--- config.mk ---
export PLATFORM = sky130hd
export DESIGN_NAME = param_serializer
export DESIGN_NICKNAME = d
export VERILOG_FILES = /design/src/rtl/param_serializer.sv
export SDC_FILE = /design/constraint.sdc
export NUM_CORES = 1
export LEC_CHECK = 0
export BUFFER_PORTS_ARGS = -buffer_cell sky130_fd_sc_hd__buf_2
export CAP_MARGIN = 20
export CORE_AREA = 3 3 40 42
export CTS_CLUSTER_DIAMETER = 120
export CTS_CLUSTER_SIZE = 28
export DETAILED_ROUTE_END_ITERATION = 8
export DIE_AREA = 0 0 43 45
export PLACE_DENSITY = 0.61
export SLEW_MARGIN = 0
export SYNTH_ARGS = -nofsm -noshare
export SYNTH_HDL_FRONTEND = slang
export SYNTH_SLANG_ARGS = --single-unit
--- constraint.sdc ---
create_clock -name clk -period 4.2 [get_ports clk]
set_clock_uncertainty 0.1 [all_clocks]
set_input_delay 0 -clock clk [delete_from_list [all_inputs] [get_ports clk]]
set_output_delay 0 -clock clk [all_outputs]
set_load 0.01 [all_outputs]
--- src/rtl/param_serializer.sv ---
// param_serializer: parallel-to-serial shifter with framing strobes.
// A word is accepted on an in_valid/in_ready edge and streamed out one bit
// per cycle on a registered data_out, LSB or MSB first. Back-to-back words
// stream with no idle cycle when offered during the last bit of a frame.
// Optional feature macro: SER_PARITY_EN appends one even-parity bit to
// every frame (state PARITY); without it frames are exactly WIDTH bits.
module param_serializer #(
  parameter int WIDTH      = 8,
  parameter bit MSB_FIRST  = 1'b0,
  parameter bit IDLE_LEVEL = 1'b0
) (
  input  logic             clk,
  input  logic             rst,
  input  logic             in_valid,
  output logic             in_ready,
  input  logic [WIDTH-1:0] data_in,
  output logic             data_out,
  output logic             out_valid,
  output logic             frame_start,
  output logic             frame_end,
  output logic             busy
);

  localparam int            CW        = $clog2(WIDTH + 1);
  localparam logic [CW-1:0] LAST_DATA = CW'(WIDTH - 1);

  typedef enum logic [1:0] {
    IDLE   = 2'd0,
`ifdef SER_PARITY_EN
    PARITY = 2'd2,
`endif
    SHIFT  = 2'd1
  } state_t;

  state_t           state;
  state_t           state_nxt;
  logic [CW-1:0]    cnt;
  logic [WIDTH-1:0] sreg;
  logic             data_q;
  logic             last_data;
  logic             last_bit;
  logic             accept;
`ifdef SER_PARITY_EN
  logic             par_q;
`endif

  // Bit that leaves the word first in the selected order.
  function automatic logic first_bit(input logic [WIDTH-1:0] w);
    return MSB_FIRST ? w[WIDTH-1] : w[0];
  endfunction

  // Word with the just-emitted bit shifted out, zero filled.
  function automatic logic [WIDTH-1:0] shift_word(input logic [WIDTH-1:0] w);
    return MSB_FIRST ? (w << 1) : (w >> 1);
  endfunction

  assign last_data = (state == SHIFT) && (cnt == LAST_DATA);
`ifdef SER_PARITY_EN
  assign last_bit  = (state == PARITY);
`else
  assign last_bit  = last_data;
`endif
  assign accept    = in_valid && in_ready;
  assign data_out  = data_q;
  assign busy      = out_valid;

  // State register; reset wins over any handshake at the same edge.
  always_ff @(posedge clk) begin
    if (rst) begin
      state <= IDLE;
    end else begin
      state <= state_nxt;
    end
  end

  // Next-state: a new word can start from IDLE or straight off the last bit.
  always_comb begin
    state_nxt = state;
    case (state)
      IDLE: begin
        if (accept) state_nxt = SHIFT;
      end
      SHIFT: begin
        if (last_data) begin
`ifdef SER_PARITY_EN
          state_nxt = PARITY;
`else
          state_nxt = accept ? SHIFT : IDLE;
`endif
        end
      end
`ifdef SER_PARITY_EN
      PARITY: begin
        state_nxt = accept ? SHIFT : IDLE;
      end
`endif
      default: state_nxt = IDLE;
    endcase
  end

  // Outputs decoded from the registered state; in_ready is held low in reset.
  always_comb begin
    in_ready    = 1'b0;
    out_valid   = 1'b0;
    frame_start = 1'b0;
    frame_end   = 1'b0;
    if (!rst) in_ready = (state == IDLE) || last_bit;
    out_valid   = (state != IDLE);
    frame_start = (state == SHIFT) && (cnt == '0);
    frame_end   = last_bit;
  end

  // Shift register, bit counter and the registered serial bit.
  always_ff @(posedge clk) begin
    if (rst) begin
      cnt    <= '0;
      sreg   <= '0;
      data_q <= IDLE_LEVEL;
`ifdef SER_PARITY_EN
      par_q  <= 1'b0;
`endif
    end else if (accept) begin
      cnt    <= '0;
      data_q <= first_bit(data_in);
      sreg   <= shift_word(data_in);
`ifdef SER_PARITY_EN
      par_q  <= ^data_in;
`endif
    end else if ((state == SHIFT) && !last_data) begin
      cnt    <= cnt + CW'(1);
      data_q <= first_bit(sreg);
      sreg   <= shift_word(sreg);
`ifdef SER_PARITY_EN
    end else if (last_data) begin
      cnt    <= cnt + CW'(1);
      data_q <= par_q;
      sreg   <= '0;
`endif
    end else begin
      cnt    <= '0;
      data_q <= IDLE_LEVEL;
      sreg   <= '0;
    end
  end

endmodule
==> out/results.tsv <==
metric	value	unit
grt total ovfl	0	
P&R area growth vs syn	43.15	%
status	complete, no violations	
site row count	13	
final cycle utilization of the critical path	35.23	%
H-tree depth	1	
met1 usage	11.98	%
routed wire length	934	um
Port Buffers	16	
CTS max path bufs	2	
CTS Buf Count	3	
Slew HR	76.76	%
worst slew pin tran	0.3485	ns
Post-DP HPWL	590	um
RSZ-0062 raised after global routing	false	
Slew Limit Fails	0	
post-synthesis cell type count	20	
post-synthesis sequential area ratio	52.79	%
Crit Path Max Fanout	8	
worst r2r path cells	4	
clk sinks	13	
vias in the first global route	412	
CP Capture Type	register	
Fillers	121	
multi-input logic area	212.7	um2
fin crit period	1.480	ns
Top Ports	17	
GRT Total Usage	13.05	%
antenna diode count	0	
Vias/cell	4.616	
pwr/cell area	334.2	nW/um2
gr busiest metal	met2	
Syn Area/Cell	11.46	um2
die width	43	um
CP arrival	1.54	ns
GRT met3 Usage	7.570	%
Clk pin slew, worst setup/hold paths	0.07	ns
die height	45	um
Min-Delay Endpoint	state[0]$_SDFFE_PP0P_	
clock latency on the worst-skew pair	0.27	ns
final net count	85	
Residual DRC	0	
setup slack, reg-to-reg	2.72	ns
root buffer cell	clkbuf_4	
GP Congestion	0.6887	
flop and latch count out of synthesis	13	
Lkg Pwr	0.3593	nW
Final Hold Vio Count	0	
Post-Synthesis Cells	43	
initial DRC count	4	
initial core utilization	38.36	%
CP Launch Type	register	
HP Class	in -> reg	
post-DR wirelength/cell	10.86	um
initial antenna violation count	0	
setup TNS	0	ns
commonest non-fill, non-tap cell in the layout	buf_2	
register area	260.3	um2
Setup violations, final	0	
most frequent cells in the layout	buf_2, dfxtp_1, dlygate4sd3_1	
post-layout util	54.92	%
Achievable Freq	675.8	MHz
Pre-Repair DR Iteration Count	3	
critical path data required time	4.26	ns
DR vias	397	
RR Endpoint	sreg[4]$_SDFF_PP0_	
hold wc startpoint	rst	
Core ar.	1285	um2
antenna viol nets, final	0	
Hold Path Stages	3	
global-route wire length before repair	1731	um
Warnings, synthesis	0	
Max Cap Viol	0	
CTS tree	done	
largest net degree at the start of global routing	9	
met2 Use GR	22.75	%
Die ar.	1935	um2
syn_nets	56	
Post-Syn Area	493.0	um2
worst r2r src	cnt[0]$_SDFF_PP0_	
share of cells above drive strength 1	29.58	%
setup bufs post-CTS	0	
maximum VDD drop	189.0	uV
Setup CP Type	reg -> reg	
## per-layer routing
| metal | share of wire, % | vias to the layer above |
|---|---|---|
| met3 | 7.6 | 4 |
| li1 | - | 205 |
| met2 | 50 | 13 |
| met5 | 0 | - |
| met4 | 2.2 | 0 |
| met1 | 40 | 175 |
## power breakdown
group          internal [W]  switching (W)
clock network     0.0000368      0.0000375
registers          0.000129     0.00000353
logic             0.0000176      0.0000117
total              0.000183      0.0000527
## final cells by class
class,count,area share [%]
flip-flops and latches,13,36.88
multi-input cells,26,30.14
repair buffers,26,25.53
clock buffers,4,3.723
well taps,15,2.660
inverters,2,1.064
## synthesized netlist by cell type
| master | count | area share (%) |
|---|---|---|
| a22o_1 | 7 | 12 |
| nand3b_4 | 1 | 4.1 |
| nor2_1 | 3 | 2.3 |
| and2_1 | 2 | 2.5 |
| ha_1 | 2 | 5.1 |
| dfxtp_1 | 13 | 53 |
| nand3b_1 | 1 | 1.5 |
| a21oi_1 | 1 | 1.0 |
| buf_4 | 1 | 1.5 |
| nor4bb_1 | 1 | 2.0 |
| nand2b_1 | 1 | 1.3 |
| inv_1 | 2 | 1.5 |
| xnor2_1 | 1 | 1.8 |
| nand2_1 | 1 | 0.76 |
| buf_2 | 1 | 1.0 |
| and4b_1 | 1 | 2.0 |
| and3b_1 | 1 | 1.8 |
| xor2_1 | 1 | 1.8 |
| nand3_1 | 1 | 1.0 |
| a21oi_2 | 1 | 1.8 |
## cell families (layout without fill, tap and decap cells)
family	count (synthesis)	in the layout	synth area share, %
simple gates	13	13	19.29
buf+inv	4	32	4.061
flops	13	13	52.79
fa+ha+maj	2	2	5.075
xor+xnor	2	2	3.554
compound gates	9	9	15.23
## critical path, stage by stage (launching register included)
cell and delay, ns:
dfxtp_1 0.37, ha_1 0.26, nand3b_4 0.11, and3b_1 0.27, a22o_1 0.26
## state kept, by name, indices dropped and copies added (netlist names)
| register | cells |
|---|---|
| data_out | 1 |
| sreg | 7 |
| cnt | 4 |
| state | 1 |
## how the worst max path moves through the flow
stage / to / slack, ns / start / depth (start not counted)
CTS: sreg[4]$_SDFF_PP0_ / 2.72 / cnt[0]$_SDFF_PP0_ / 4
global placement: sreg[4]$_SDFF_PP0_ / 2.74 / cnt[0]$_SDFF_PP0_ / 4
detailed placement: sreg[4]$_SDFF_PP0_ / 2.74 / cnt[0]$_SDFF_PP0_ / 4
global route: sreg[4]$_SDFF_PP0_ / 2.63 / cnt[0]$_SDFF_PP0_ / 4
finish: sreg[4]$_SDFF_PP0_ / 2.72 / cnt[0]$_SDFF_PP0_ / 4
floorplan: data_out$_SDFF_PP0_ / 2.78 / cnt[0]$_SDFF_PP0_ / 5
## timing repair
action / CTS / global route
gates resized for setup: 0 / 0
hold buffers: 10 / 0
endpoints found under the hold margin: 9 / 0
## per-stage QoR
stage	hold WS [ns]	worst slack (ns)	cell area [um2]	total power, W	std cells
after floorplan	-0.05591	2.781	493.0	0.0001480	43
after global placement	0.1059	2.744	579.3	0.0001572	72
after detailed placement	0.1103	2.738	579.3	0.0001575	72
after CTS	0.01233	2.724	705.7	0.0002397	86
after global routing	0.01941	2.628	705.7	0.0002530	86
final	0.01588	2.720	705.7	0.0002358	86
No activity file was read; power rests on OpenSTA's default activity.
